[src/rtl/vtg_pkg.sv]
// Shared constants for the video timing generator configuration slice:
// staging indices, SVGA reset timing set, default widths and FSM states.
package vtg_pkg;

  localparam int HW_DEF = 11;
  localparam int VW_DEF = 10;

  localparam logic [2:0] CFG_HSBLK = 3'd0;
  localparam logic [2:0] CFG_HBBLK = 3'd1;
  localparam logic [2:0] CFG_HACT  = 3'd2;
  localparam logic [2:0] CFG_HFBLK = 3'd3;
  localparam logic [2:0] CFG_VSBLK = 3'd4;
  localparam logic [2:0] CFG_VBBLK = 3'd5;
  localparam logic [2:0] CFG_VACT  = 3'd6;
  localparam logic [2:0] CFG_VFBLK = 3'd7;

  localparam int SVGA_HSBLK = 127;
  localparam int SVGA_HBBLK = 215;
  localparam int SVGA_HACT  = 1015;
  localparam int SVGA_HFBLK = 1055;
  localparam int SVGA_VSBLK = 3;
  localparam int SVGA_VBBLK = 26;
  localparam int SVGA_VACT  = 626;
  localparam int SVGA_VFBLK = 627;

  typedef enum logic [1:0] {
    STOP     = 2'd0,
    RUN      = 2'd1,
    STOPPING = 2'd2
  } vtg_state_e;

endpackage

[src/rtl/vtg_cfg_check.sv]
// Ordering validator for a timing set: each axis must be strictly increasing
// through sync, back porch, active and front porch boundaries.
module vtg_cfg_check
  import vtg_pkg::*;
#(
  parameter int HW = HW_DEF,
  parameter int VW = VW_DEF
) (
  input  logic [HW-1:0] hsblk,
  input  logic [HW-1:0] hbblk,
  input  logic [HW-1:0] hact,
  input  logic [HW-1:0] hfblk,
  input  logic [VW-1:0] vsblk,
  input  logic [VW-1:0] vbblk,
  input  logic [VW-1:0] vact,
  input  logic [VW-1:0] vfblk,
  output logic          ok
);

  // Both axes must be strictly ordered for the set to be usable
  always_comb begin
    ok = (hsblk < hbblk) && (hbblk < hact) && (hact < hfblk) &&
         (vsblk < vbblk) && (vbblk < vact) && (vact < vfblk);
  end

endmodule

[src/rtl/vtg_cfg_ctrl.sv]
// Configuration controller and start/stop sequencer for the timing generator.
// Staged values are validated on apply, held pending, and committed to the
// active bank only at a frame boundary (or right away while stopped).
module vtg_cfg_ctrl
  import vtg_pkg::*;
#(
  parameter int HW = HW_DEF,
  parameter int VW = VW_DEF
) (
  input  logic          clk,
  input  logic          rstb,
  input  logic          cfg_we,
  input  logic [2:0]    cfg_addr,
  input  logic [HW-1:0] cfg_wdata,
  input  logic          cfg_apply,
  input  logic          run_req,
  input  logic          frame_end,
  output logic          vtg_en,
  output logic [HW-1:0] hsblk,
  output logic [HW-1:0] hbblk,
  output logic [HW-1:0] hact,
  output logic [HW-1:0] hfblk,
  output logic [VW-1:0] vsblk,
  output logic [VW-1:0] vbblk,
  output logic [VW-1:0] vact,
  output logic [VW-1:0] vfblk,
  output logic          apply_pend,
  output logic          apply_done,
  output logic          cfg_err
);

  localparam logic [3:0][HW-1:0] H_RST = {HW'(SVGA_HFBLK), HW'(SVGA_HACT),
                                          HW'(SVGA_HBBLK), HW'(SVGA_HSBLK)};
  localparam logic [3:0][VW-1:0] V_RST = {VW'(SVGA_VFBLK), VW'(SVGA_VACT),
                                          VW'(SVGA_VBBLK), VW'(SVGA_VSBLK)};

  logic [3:0][HW-1:0] stg_h_q, stg_h_d, pnd_h_q, pnd_h_d, act_h_q, act_h_d;
  logic [3:0][VW-1:0] stg_v_q, stg_v_d, pnd_v_q, pnd_v_d, act_v_q, act_v_d;
  logic               apply_pend_q, apply_pend_d;
  logic               apply_done_q, apply_done_d;
  logic               cfg_err_q, cfg_err_d;
  logic               vtg_en_q, vtg_en_d;
  vtg_state_e         state_q, state_d;
  logic               set_ok;
  logic               commit;

  vtg_cfg_check #(.HW(HW), .VW(VW)) u_check (
    .hsblk (stg_h_q[0]),
    .hbblk (stg_h_q[1]),
    .hact  (stg_h_q[2]),
    .hfblk (stg_h_q[3]),
    .vsblk (stg_v_q[0]),
    .vbblk (stg_v_q[1]),
    .vact  (stg_v_q[2]),
    .vfblk (stg_v_q[3]),
    .ok    (set_ok)
  );

  // Run/stop sequencing: stopping waits for the frame to finish
  always_comb begin
    state_d = state_q;
    case (state_q)
      STOP:     if (run_req) state_d = RUN;
      RUN:      if (!run_req) state_d = STOPPING;
      STOPPING: begin
        if (frame_end)    state_d = STOP;
        else if (run_req) state_d = RUN;
      end
      default:  state_d = STOP;
    endcase
    vtg_en_d = (state_d != STOP);
  end

  // Bank movement: staging writes, apply snapshot, boundary commit
  always_comb begin
    stg_h_d      = stg_h_q;
    stg_v_d      = stg_v_q;
    pnd_h_d      = pnd_h_q;
    pnd_v_d      = pnd_v_q;
    act_h_d      = act_h_q;
    act_v_d      = act_v_q;
    apply_pend_d = apply_pend_q;
    cfg_err_d    = cfg_err_q;
    commit       = apply_pend_q && ((state_q == STOP) || frame_end);

    if (cfg_we) begin
      if (!cfg_addr[2]) stg_h_d[cfg_addr[1:0]] = cfg_wdata;
      else              stg_v_d[cfg_addr[1:0]] = cfg_wdata[VW-1:0];
    end

    if (commit) begin
      act_h_d      = pnd_h_q;
      act_v_d      = pnd_v_q;
      apply_pend_d = 1'b0;
    end

    if (cfg_apply) begin
      if (set_ok) begin
        pnd_h_d      = stg_h_q;
        pnd_v_d      = stg_v_q;
        apply_pend_d = 1'b1;
        cfg_err_d    = 1'b0;
      end else begin
        cfg_err_d    = 1'b1;
      end
    end

    apply_done_d = commit;
  end

  // State and bank registers, all returning to the SVGA set on reset
  always_ff @(posedge clk or negedge rstb) begin
    if (!rstb) begin
      state_q      <= STOP;
      vtg_en_q     <= 1'b0;
      stg_h_q      <= H_RST;
      stg_v_q      <= V_RST;
      pnd_h_q      <= H_RST;
      pnd_v_q      <= V_RST;
      act_h_q      <= H_RST;
      act_v_q      <= V_RST;
      apply_pend_q <= 1'b0;
      apply_done_q <= 1'b0;
      cfg_err_q    <= 1'b0;
    end else begin
      state_q      <= state_d;
      vtg_en_q     <= vtg_en_d;
      stg_h_q      <= stg_h_d;
      stg_v_q      <= stg_v_d;
      pnd_h_q      <= pnd_h_d;
      pnd_v_q      <= pnd_v_d;
      act_h_q      <= act_h_d;
      act_v_q      <= act_v_d;
      apply_pend_q <= apply_pend_d;
      apply_done_q <= apply_done_d;
      cfg_err_q    <= cfg_err_d;
    end
  end

  assign vtg_en     = vtg_en_q;
  assign hsblk      = act_h_q[0];
  assign hbblk      = act_h_q[1];
  assign hact       = act_h_q[2];
  assign hfblk      = act_h_q[3];
  assign vsblk      = act_v_q[0];
  assign vbblk      = act_v_q[1];
  assign vact       = act_v_q[2];
  assign vfblk      = act_v_q[3];
  assign apply_pend = apply_pend_q;
  assign apply_done = apply_done_q;
  assign cfg_err    = cfg_err_q;

endmodule

[config.mk]
export PLATFORM = sky130hd
export DESIGN_NAME = vtg_cfg_ctrl
export DESIGN_NICKNAME = d
export VERILOG_FILES = /design/src/rtl/vtg_pkg.sv /design/src/rtl/vtg_cfg_check.sv /design/src/rtl/vtg_cfg_ctrl.sv
export SDC_FILE = /design/constraint.sdc
export NUM_CORES = 1
export LEC_CHECK = 0
export ABC_AREA = 0
export ABC_CLOCK_PERIOD_IN_PS = 4000
export BUFFER_PORTS_ARGS = -buffer_cell sky130_fd_sc_hd__buf_4
export CAP_MARGIN = 20
export CORE_MARGIN = 2
export CORE_UTILIZATION = 60
export CTS_BUF_LIST = sky130_fd_sc_hd__clkbuf_8
export CTS_CLUSTER_SIZE = 24
export DETAILED_ROUTE_END_ITERATION = 16
export GPL_ROUTABILITY_DRIVEN = 0
export PLACE_DENSITY = 0.85
export SLEW_MARGIN = 0
export SYNTH_ARGS = -nofsm -noshare
export SYNTH_HDL_FRONTEND = slang
export SYNTH_SLANG_ARGS = --single-unit
[constraint.sdc]
create_clock -name clk -period 4 [get_ports clk]
set_clock_uncertainty 0.05 [all_clocks]
set_input_delay 0.8 -clock clk [delete_from_list [all_inputs] [get_ports clk]]
set_output_delay 0.8 -clock clk [all_outputs]
set_load 0.01 [all_outputs]
==> results of run 1 <==
==> placed cells by master (no fill, tap or decap), types with 2 or more instances in the layout <==
cell type and n:
nand2_1 284, dfstp_2 132, dfrtp_1 126, buf_4 115, mux2_2 110, inv_1 84
ha_1 57, clkbuf_8 48, mux2_1 38, o21ai_0 26, a21oi_1 15, nor2_1 12
nand4_1 8, nand2b_1 7, a211oi_1 7, nor3_1 6, nand4b_1 3, a21o_1 3
o22ai_1 3, buf_12 3, nor3b_2 2, o21bai_1 2, or2_2 2, nand3_1 2
clkinv_2 2
==> final cells by class <==
| type | count | area (um^2) |
|---|---|---|
| Multi-Input combinational cell | 602 | 4140 |
| Tap cell | 229 | 287 |
| Clock inverter | 27 | 108 |
| Fill cell | 1247 | 5100 |
| Clock buffer | 48 | 661 |
| Inverter | 61 | 229 |
| Timing Repair Buffer | 119 | 938 |
| Sequential cell | 258 | 6620 |
==> final timing paths <==
path / slack (ns) / endpoint / from / cells after the start
min in group clk: 0.39 / state_q[1] / run_req / 2
max in group asynchronous: 2.58 / hfblk[0] / rstb / 2
worst max-delay path: 0.59 / pnd_v_q[37] / stg_h_q[15] / 9
worst min register to register: 0.40 / vfblk[1] / pnd_v_q[31] / 2
worst min-delay path: 0.28 / vsblk[6] / rstb / 1
worst max register to register: 0.59 / pnd_v_q[37] / stg_h_q[15] / 9
==> logic make-up after synthesis <==
| kind of cell | count (synthesis) |
|---|---|
| AO/OA/AOI/OAI | 65 |
| buffers and inverters | 98 |
| AND/OR/NAND/NOR | 331 |
| flip-flops | 258 |
| adder cells (fa/ha/maj) | 57 |
| multiplexers | 149 |
==> stage by stage <==
| stage | setup WS [ns] | util |
|---|---|---|
| floorplan | 1.12 | - |
| global placement | 0.760 | 0.675 |
| detailed placement | 0.687 | 0.675 |
| CTS | 0.665 | 0.718 |
| global route | 0.281 | 0.718 |
| finish | 0.586 | 0.718 |
==> state kept, by name, summed over array words and instances (netlist names) <==
register / flops
apply_done: 1
apply_pend: 1
vfblk: 10
state_q: 2
hsblk: 11
stg_h_q: 44
stg_v_q: 40
vtg_en: 1
cfg_err: 1
vact: 10
hact: 11
vbblk: 10
vsblk: 10
pnd_h_q: 44
hfblk: 11
hbblk: 11
pnd_v_q: 40
==> power breakdown <==
group / internal, mW / switching (mW) / leakage (nW)
Clock: 1.09 / 0.980 / 0.481
Sequential: 3.87 / 0.614 / 2.99
Combinational: 1.20 / 1.13 / 2.95
==> per-layer routing <==
layer,up-vias,wire (um),share of wire,global-route usage
li1,3431,-,-,-
met1,3613,10500,0.44,0.351
met2,221,11400,0.47,0.410
met3,60,1440,0.060,0.0462
met4,0,803,0.033,0.105
met5,-,0,0,0
==> worst max-delay path: cells and delay by family, from the launching register on <==
family          cells  cell delay, ns
compound gates      4            1.32
buf+inv             2            0.58
flops               1            0.55
mux                 1            0.38
fa+ha+maj           1            0.31
simple gates        1            0.08
==> key figures, run 1 <==
Outcome
  • Status: finished, final reports clean

Clocking
  • CTS Buffer Depth: 3
  • Resize count post-CTS: 0
  • CTS tree: built
  • Num CTS Buffers: 41
  • Clock sink count: 258
  • CTS root buffer: clkbuf_8
  • Setup Buffers After CTS: 0
  • Clk slew on worst S/H paths: 0.06 ns
  • Cts hold-fix bufs: 0
  • Skew-Pair Late Insertion Delay: 0.54 ns
  • Htree depth: 2

Synthesis
  • Compound-Gate Fraction of Synth Area: 0.0367
  • Top-count cell post-synth: nand2_1
  • Mean Syn Cell Area: 11.6 um^2
  • Synth top cells by count: nand2_1, dfstp_2, dfrtp_1
  • EDFF count, synth: 0
  • Top post-synthesis cells by area: dfstp_2, dfrtp_1, mux2_2
  • Synth top area share: 0.311
  • Post-synthesis xor/xnor area fraction: 0
  • Post-synthesis sequential area ratio: 0.593
  • Adder-Cell Fraction of Synth Area: 0.0639
  • Yosys cell types: 40
  • Number of synthesized register bits: 258
  • Post-synthesis simple-gate area fraction: 0.119
  • Cell taking the most area after synthesis: dfstp_2
  • Post-synth top flop: dfstp_2
  • Largest family of logic cells by synthesized area: multiplexers
  • Post-synthesis mux area share: 0.150
  • Post-synth design cell area: 0.0112 mm^2
  • Post-synthesis cell count: 958
  • Yosys Warn Count: 0
  • Synthesized net count: 1035
  • Post-synth ARST share: 1.00

Place
  • IO buf count: 107
  • Placed Cells: 1269
  • Placed Instance Area: 0.0122 mm^2
  • Dpl hpwl: 15900 um

Cells and area
  • Design area: 0.0130 mm^2
  • Layout cells sized above 1: 0.376
  • Fin cells: 1344
  • ANT cells: 0
  • Area grow syn2layout: 16.4%
  • Layout Nets: 1160

Timing
  • Max Clk Rate: 0.293 GHz
  • Max Slew Vio Count: 0
  • Minimum clock period: 3.41 ns
  • Least-Margin Pin Slew: 0.983 ns
  • Setup TNS: 0 ns
  • Final period utilization: 0.854
  • Max-slew headroom: 0.343
  • Fin. Hold Viols: 0
  • RSZ-0062 raised after global routing: false
  • Hold slack: 0.282 ns
  • Final Setup Violations: 0

Floorplan
  • Starting Density: 0.617
  • Die Y: 140 um
  • Core area: 0.0181 mm^2
  • Row Count: 49
  • IO Count: 108
  • Die width: 140 um
  • DIE AREA: 0.0197 mm^2

Setup path
  • CP max FO: 39
  • Worst EP arrival: 3.77 ns
  • CP Cell Sequence: inv_1 -> ha_1 -> a21oi_1 -> nor3_1 -> a2111oi_0 -> o2111ai_1 -> a2111oi_4 -> buf_4 -> mux2_1
  • Crit path largest cell delay: 0.55 ns
  • Setup CP Type: flip-flop to flip-flop
  • Worst Setup Start Kind: flip-flop
  • Slowest stage cell, crit path: dfstp_2
  • CP Capture Type: flip-flop
  • Crit path required time: 4.35 ns

Power and ir drop
  • Pwr Density: 684 mW/mm^2
  • LEAKAGE: 6.42 nW
  • Pwr Total: 8.88 mW
  • Peak VDD IR: 0.303 mV

Drt
  • Aggregate routed wire length: 24200 um
  • Initial DRC Count: 467
  • Via count: 7325
  • Antenna-violating nets left: 0
  • Initial DRT Pass Iterations: 5
  • Drt drc: 0
  • DR WL/cell: 18.0 um
  • Via density per instance: 5.45

Global route
  • Vias in the first global route: 7858
  • Pin count of the biggest net entering global routing: 122
  • GRT Util Overall: 0.256
  • First-pass GRT wire length: 40200 um
  • GR Overflow Total: 0
  • Initial antenna violation count: 0

Job
  • Number of max-cap violations: 0

Worst hold path
  • Worst Hold Class: input pin to asynchronous set/reset pin
No activity file was read; power rests on OpenSTA's default activity.
==> run 2, diff against run 1 <==
Settings changed: ABC_CLOCK_PERIOD_IN_PS 4000 to 3800.
Clock period 4 ns to 3.8 ns, I/O delays scaled along.
==> run 2 against run 1 <==
Total power is 3.7% higher. Largest cell class unchanged. First-iteration DRC count rose by 12%. Critical path depth is the same. Critical endpoint is now pnd_h_q[20]. Die area did not move. Largest power group unchanged. Critical path type unchanged. Utilization is 0.28 points lower. Non-clock buffer count increased by 2.
==> key figures, run 2 (synthesis gave the netlist of run 1 again) <==
Outcome
  • Status: finished, final reports clean

Setup path
  • Worst setup path start: stg_h_q[43]
  • Worst EP arrival: 3.52 ns (-0.25 ns)
  • Worst Setup Start Kind: flip-flop
  • CP Capture Type: flip-flop
  • FF-to-FF setup slack: 0.64 ns (+0.05 ns)
  • Crit path required time: 4.16 ns (-0.19 ns)
  • Setup CP Type: flip-flop to flip-flop
  • R2R Path Start: stg_h_q[43]
  • CP max FO: 44 (+13%)

Clocking
  • Skew-Pair Late Insertion Delay: 0.53 ns (about the same)
  • CTS tree: built
  • Resize count post-CTS: 0 (unchanged)
  • Htree depth: 2 (unchanged)
  • Setup Buffers After CTS: 0 (unchanged)
  • CTS root buffer: clkbuf_8
  • Clock sink count: 258 (unchanged)
  • Cts hold-fix bufs: 0 (unchanged)
  • Num CTS Buffers: 40 (-2.4%)
  • CTS Buffer Depth: 3 (unchanged)
  • Clk slew on worst S/H paths: 0.06 ns (about the same)

Global route
  • Vias in the first global route: 7519 (-4.3%)
  • Initial antenna violation count: 0 (unchanged)
  • First-pass GRT wire length: 39000 um (-3.0%)
  • GRT Util Overall: 0.248 (-0.00847)
  • GR Overflow Total: 0 (unchanged)
  • Pin count of the biggest net entering global routing: 90 (-26%)

Power and ir drop
  • Net switching power: 2.81 mW (+3.0%)
  • Int Pwr: 6.40 mW (+4.0%)
  • Pwr Total: 9.21 mW (+3.7%)
  • Sw frac: 0.305 (-0.00221)
  • Combinational share of power: 0.264 (+0.002)
  • LEAKAGE: 6.40 nW (-0.39%)
  • Pwr Density: 712 mW/mm^2 (+4.1%)
  • Reg power frac: 0.511 (+0.006)
  • Peak VDD IR: 0.428 mV (+41%)
  • Clock network fraction of total power: 0.225 (-0.008)

Place
  • Dpl hpwl: 16200 um (+1.5%)
  • IO buf count: 107 (unchanged)

Floorplan
  • Core area: 0.0181 mm^2 (unchanged)
  • Die Y: 140 um (unchanged)
  • Die width: 140 um (unchanged)
  • IO Count: 108 (unchanged)
  • Row Count: 49 (unchanged)
  • DIE AREA: 0.0197 mm^2 (unchanged)
  • Starting Density: 0.617 (unchanged)

Timing
  • Setup TNS: 0 ns (unchanged)
  • Max Slew Vio Count: 0 (unchanged)
  • Minimum clock period: 3.16 ns (-0.254 ns)
  • Least-Margin Pin Slew: 0.812 ns (-0.172 ns)
  • RSZ-0062 raised after global routing: false
  • Max-slew headroom: 0.459 (+0.115)
  • Fin. Hold Viols: 0 (unchanged)
  • Final Setup Violations: 0 (unchanged)
  • Hold slack: 0.175 ns (-0.107 ns)
  • Max Clk Rate: 0.316 GHz (+8.1%)
  • Final period utilization: 0.832 (-0.0220)

Cells and area
  • Most common cell after layout, fill and taps aside: nand2_1
  • Largest regs: pnd_h_q x44, stg_h_q x44
  • ANT cells: 0 (unchanged)
  • Layout Nets: 1161 (+0.086%)
  • Layout cells sized above 1: 0.375 (-0.000785)
  • Filler instances: 1249 (+0.16%)
  • Util after Layout: 0.715 (-0.00277)
  • Area grow syn2layout: 15.9%
  • Commonest cells after routing, fill and taps aside: nand2_1, dfstp_2, dfrtp_1

Job
  • Number of max-cap violations: 0 (unchanged)

Drt
  • DR WL/cell: 17.6 um (-2.4%)
  • Aggregate routed wire length: 23600 um (-2.6%)
  • Drt drc: 0 (unchanged)
  • Via density per instance: 5.50 (+0.88%)
  • Initial DRT Pass Iterations: 4 (-1)
  • Via count: 7373 (+0.66%)
  • Antenna-violating nets left: 0 (unchanged)
  • Initial DRC Count: 523 (+12%)

Worst hold path
  • Worst Hold Class: input pin to asynchronous set/reset pin
[run 2: changes by cell type in the layout (fill, tap and decap cells not counted)]
cell and delta:
buf_12 -1, clkinvlp_4 -1, inv_1 -1, clkbuf_8 -3, buf_4 +3
[run 2: path summary, 6_finish.rpt]
check	to	cells past startpoint
setup / recovery	pnd_h_q[20]	9
hold / removal	stg_v_q[10]	1
setup reg to reg	pnd_h_q[20]	9
hold reg to reg	vact[6]	2
max in group asynchronous	hfblk[10]	2
min in group clk	state_q[1]	2
[run 2: final cells by class]
class	instances	area (um^2)	share of cell area
clock inverter	25	96.3	0.00745
tap	229	287	0.0222
sequential	258	6620	0.512
inverter	61	229	0.0177
timing repair buffer	121	941	0.0727
multi-input combinational	602	4140	0.320
clock buffer	45	619	0.0479
[run 2: metal layers]
metal	track usage	wire, um	part of all wire	vias to the layer above
met1	0.351	10600	0.45	3704
li1	-	-	-	3429
met5	0	0	0	-
met2	0.392	11100	0.47	194
met3	0.0438	1220	0.052	46
met4	0.0851	613	0.026	0
[run 2: power by group through the flow]
stage / sequential, mW / clock [mW] / combinational (mW)
4_1_cts: 4.70 / 2.12 / 2.45
5_1_grt: 4.83 / 2.23 / 2.71
2_1_floorplan: 4.68 / 0 / 1.37
3_3_place_gp: 4.70 / 0 / 2.29
3_5_place_dp: 4.73 / 0 / 2.43
6_report: 4.70 / 2.08 / 2.43
[run 2: critical path, cell delays in order, from the launching register on]
cell and delay [ns]:
dfstp_2 0.55, inv_1 0.05, ha_1 0.29, a222oi_1 0.34
o21ai_1 0.11, nor4_1 0.28, o2111ai_1 0.20, a2111oi_4 0.47
buf_12 0.30, mux2_2 0.37
[run 2: stage by stage]
stage / std cells / cell area (um^2) / setup WS (ns)
floorplan: 958 / 11200 / 0.922
global route: 1341 / 12900 / 0.457
CTS: 1341 / 12900 / 0.662
finish: 1341 / 12900 / 0.640
global placement: 1271 / 12200 / 0.774
detailed placement: 1271 / 12200 / 0.664
==> run 3, diff against run 2 <==
Settings changed: ABC_CLOCK_PERIOD_IN_PS 3800 to 3000.
Clock period 3.8 ns to 3 ns, I/O delays scaled along.
==> run 3 against run 2 <==
Worst hold slack lost 0.14 ns. First-iteration DRC count down 1.5%. Largest power group unchanged. Fmax grew 3.3%. Highest routed layer unchanged. The run now ends with negative setup slack left.
==> key figures, run 3 (synthesis gave the netlist of run 1 again) <==
Cells and area
  • Commonest cells after routing, fill and taps aside: nand2_1, dfstp_2, buf_4
  • ANT cells: 0 (unchanged)
  • Util after Layout: 0.757 (+0.0416)
  • Design area: 0.0137 mm^2 (+5.8%)
  • Largest regs: pnd_h_q x44, stg_h_q x44
  • Fin cells: 1372 (+2.3%)
  • Most common cell after layout, fill and taps aside: nand2_1
  • Area grow syn2layout: 22.7%
  • Layout cells sized above 1: 0.430 (+0.0546)
  • Layout Nets: 1187 (+2.2%)

Place
  • Dpl hpwl: 16600 um (+2.9%)
  • IO buf count: 107 (unchanged)
  • Placed Instance Area: 0.0123 mm^2 (+0.72%)
  • Placed Cells: 1276 (+0.39%)
  • Pre-CTS setup slack: -0.180 ns (-0.844 ns)

Setup path
  • Worst EP arrival: 3.42 ns (-0.10 ns)
  • CP Capture Type: flip-flop
  • FF-to-FF setup slack: -0.06 ns (-0.70 ns)
  • CP max FO: 7 (-84%)
  • Worst setup path start: stg_h_q[19]
  • Crit path required time: 3.36 ns (-0.80 ns)
  • Worst Setup Start Kind: flip-flop
  • Setup CP Type: flip-flop to flip-flop
  • R2R Path Start: stg_h_q[19]

Drt
  • Drt drc: 0 (unchanged)
  • Aggregate routed wire length: 27400 um (+16%)
  • Via count: 7783 (+5.6%)
  • Antenna-violating nets left: 0 (unchanged)
  • Initial DRT Pass Iterations: 5 (+1)
  • DR WL/cell: 19.9 um (+14%)
  • Via density per instance: 5.67 (+3.2%)
  • Initial DRC Count: 515 (-1.5%)

Power and ir drop
  • Reg power frac: 0.479 (-0.032)
  • Sw frac: 0.312 (+0.00686)
  • LEAKAGE: 6.67 nW (+4.2%)
  • Combinational share of power: 0.282 (+0.018)
  • Int Pwr: 8.69 mW (+36%)
  • Clock network fraction of total power: 0.239 (+0.014)
  • Peak VDD IR: 0.478 mV (+12%)
  • Pwr Density: 923 mW/mm^2 (+30%)
  • Net switching power: 3.94 mW (+40%)

Global route
  • First-pass GRT wire length: 40600 um (+4.2%)
  • GR Overflow Total: 0 (unchanged)
  • Initial antenna violation count: 0 (unchanged)
  • Pin count of the biggest net entering global routing: 93 (+3.3%)
  • GRT Util Overall: 0.258 (+0.0104)
  • Vias in the first global route: 7923 (+5.4%)

Floorplan
  • Die Y: 140 um (unchanged)
  • IO Count: 108 (unchanged)
  • Die width: 140 um (unchanged)
  • Starting Density: 0.617 (unchanged)
  • DIE AREA: 0.0197 mm^2 (unchanged)
  • Core area: 0.0181 mm^2 (unchanged)
  • Row Count: 49 (unchanged)

Timing
  • RSZ-0062 raised after global routing: true
  • Final worst slack: -0.0589 ns (-0.699 ns)
  • Max-slew headroom: 0.444 (-0.0149)
  • Fin. Hold Viols: 0 (unchanged)
  • Final period utilization: 1.02 (+0.188)
  • Minimum clock period: 3.06 ns (-0.101 ns)
  • Hold slack: 0.0341 ns (-0.141 ns)
  • Max Slew Vio Count: 0 (unchanged)
  • Least-Margin Pin Slew: 0.834 ns (+0.0223 ns)
  • Final Setup Violations: 56 (+56)
  • Max Clk Rate: 0.327 GHz (+3.3%)

Clocking
  • CTS root buffer: clkbuf_8
  • Htree depth: 2 (unchanged)
  • Clock sink count: 258 (unchanged)
  • Skew-Pair Late Insertion Delay: 0.55 ns (+0.02 ns)
  • Cts hold-fix bufs: 0 (unchanged)
  • CTS Buffer Depth: 3 (unchanged)
  • CTS tree: built
  • Clk slew on worst S/H paths: 0.06 ns (about the same)
  • Num CTS Buffers: 42 (+5.0%)

Outcome
  • Status: finished, violations left
  • Failing checks: negative setup slack

Job
  • Number of max-cap violations: 0 (unchanged)

Worst hold path
  • Worst Hold Class: input pin to asynchronous set/reset pin
## run 3: cell types whose count changed in the layout (fill, tap and decap cells not counted), moves of 8 or more
| cell | delta |
|---|---|
| inv_1 | -10 |
| mux2_4 | +26 |
| mux2_2 | -16 |
| buf_4 | +10 |
| mux2_1 | -10 |
| clkbuf_8 | +10 |
| ha_1 | -8 |
## run 3: timing repair
action,in CTS,in global routing
buffers inserted,1,10
setup endpoints to repair,83,84
resized for setup,8,55
cloned,0,8
pin swaps,4,13
## run 3: critical path, stage by stage, from the launching register on
cell and delay (ns):
dfrtp_2 0.43, inv_1 0.08, ha_1 0.31, a21oi_1 0.28, o22ai_1 0.17, nor4_2 0.28
o2111ai_2 0.18, a2111oi_4 0.30, buf_4 0.21, buf_12 0.17, clkbuf_16 0.17, mux2_4 0.30
## run 3: power groups by stage
stage	clock network (mW)	logic, mW	registers, mW
4_1_cts	3.06	3.19	5.97
6_report	3.02	3.56	6.04
3_5_place_dp	0	3.11	6.00
3_3_place_gp	0	2.94	5.95
5_1_grt	3.23	3.89	6.18
2_1_floorplan	0	1.73	5.92
## run 3: layout make-up
class,count,area [um^2]
fillers,1040,4400
inverters,61,229
multi-input cells,602,4390
flip-flops and latches,258,6630
repair buffers,145,1300
well taps,229,287
clock buffers,55,757
clock inverters,22,96.3
## run 3: through the flow
step	TNS (ns)	power [mW]
after floorplan	0	7.65
after global placement	-3.84	8.89
after detailed placement	-9.78	9.11
after CTS	0	12.2
after global routing	-6.19	13.3
final	-1.25	12.6
## run 3: per-layer routing
layer,up-vias,share of wire,track usage
met3,88,0.070,0.0496
li1,3494,-,-
met1,3877,0.41,0.350
met4,0,0.036,0.0936
met2,324,0.49,0.420
met5,-,0,0
## run 3: final timing paths
path,endpoint,cells past startpoint
min in group clk,state_q[1],2
hold reg to reg,hsblk[6],2
setup / recovery,pnd_v_q[32],11
hold / removal,vsblk[6],1
setup reg to reg,pnd_v_q[32],11
max in group asynchronous,vfblk[1],2
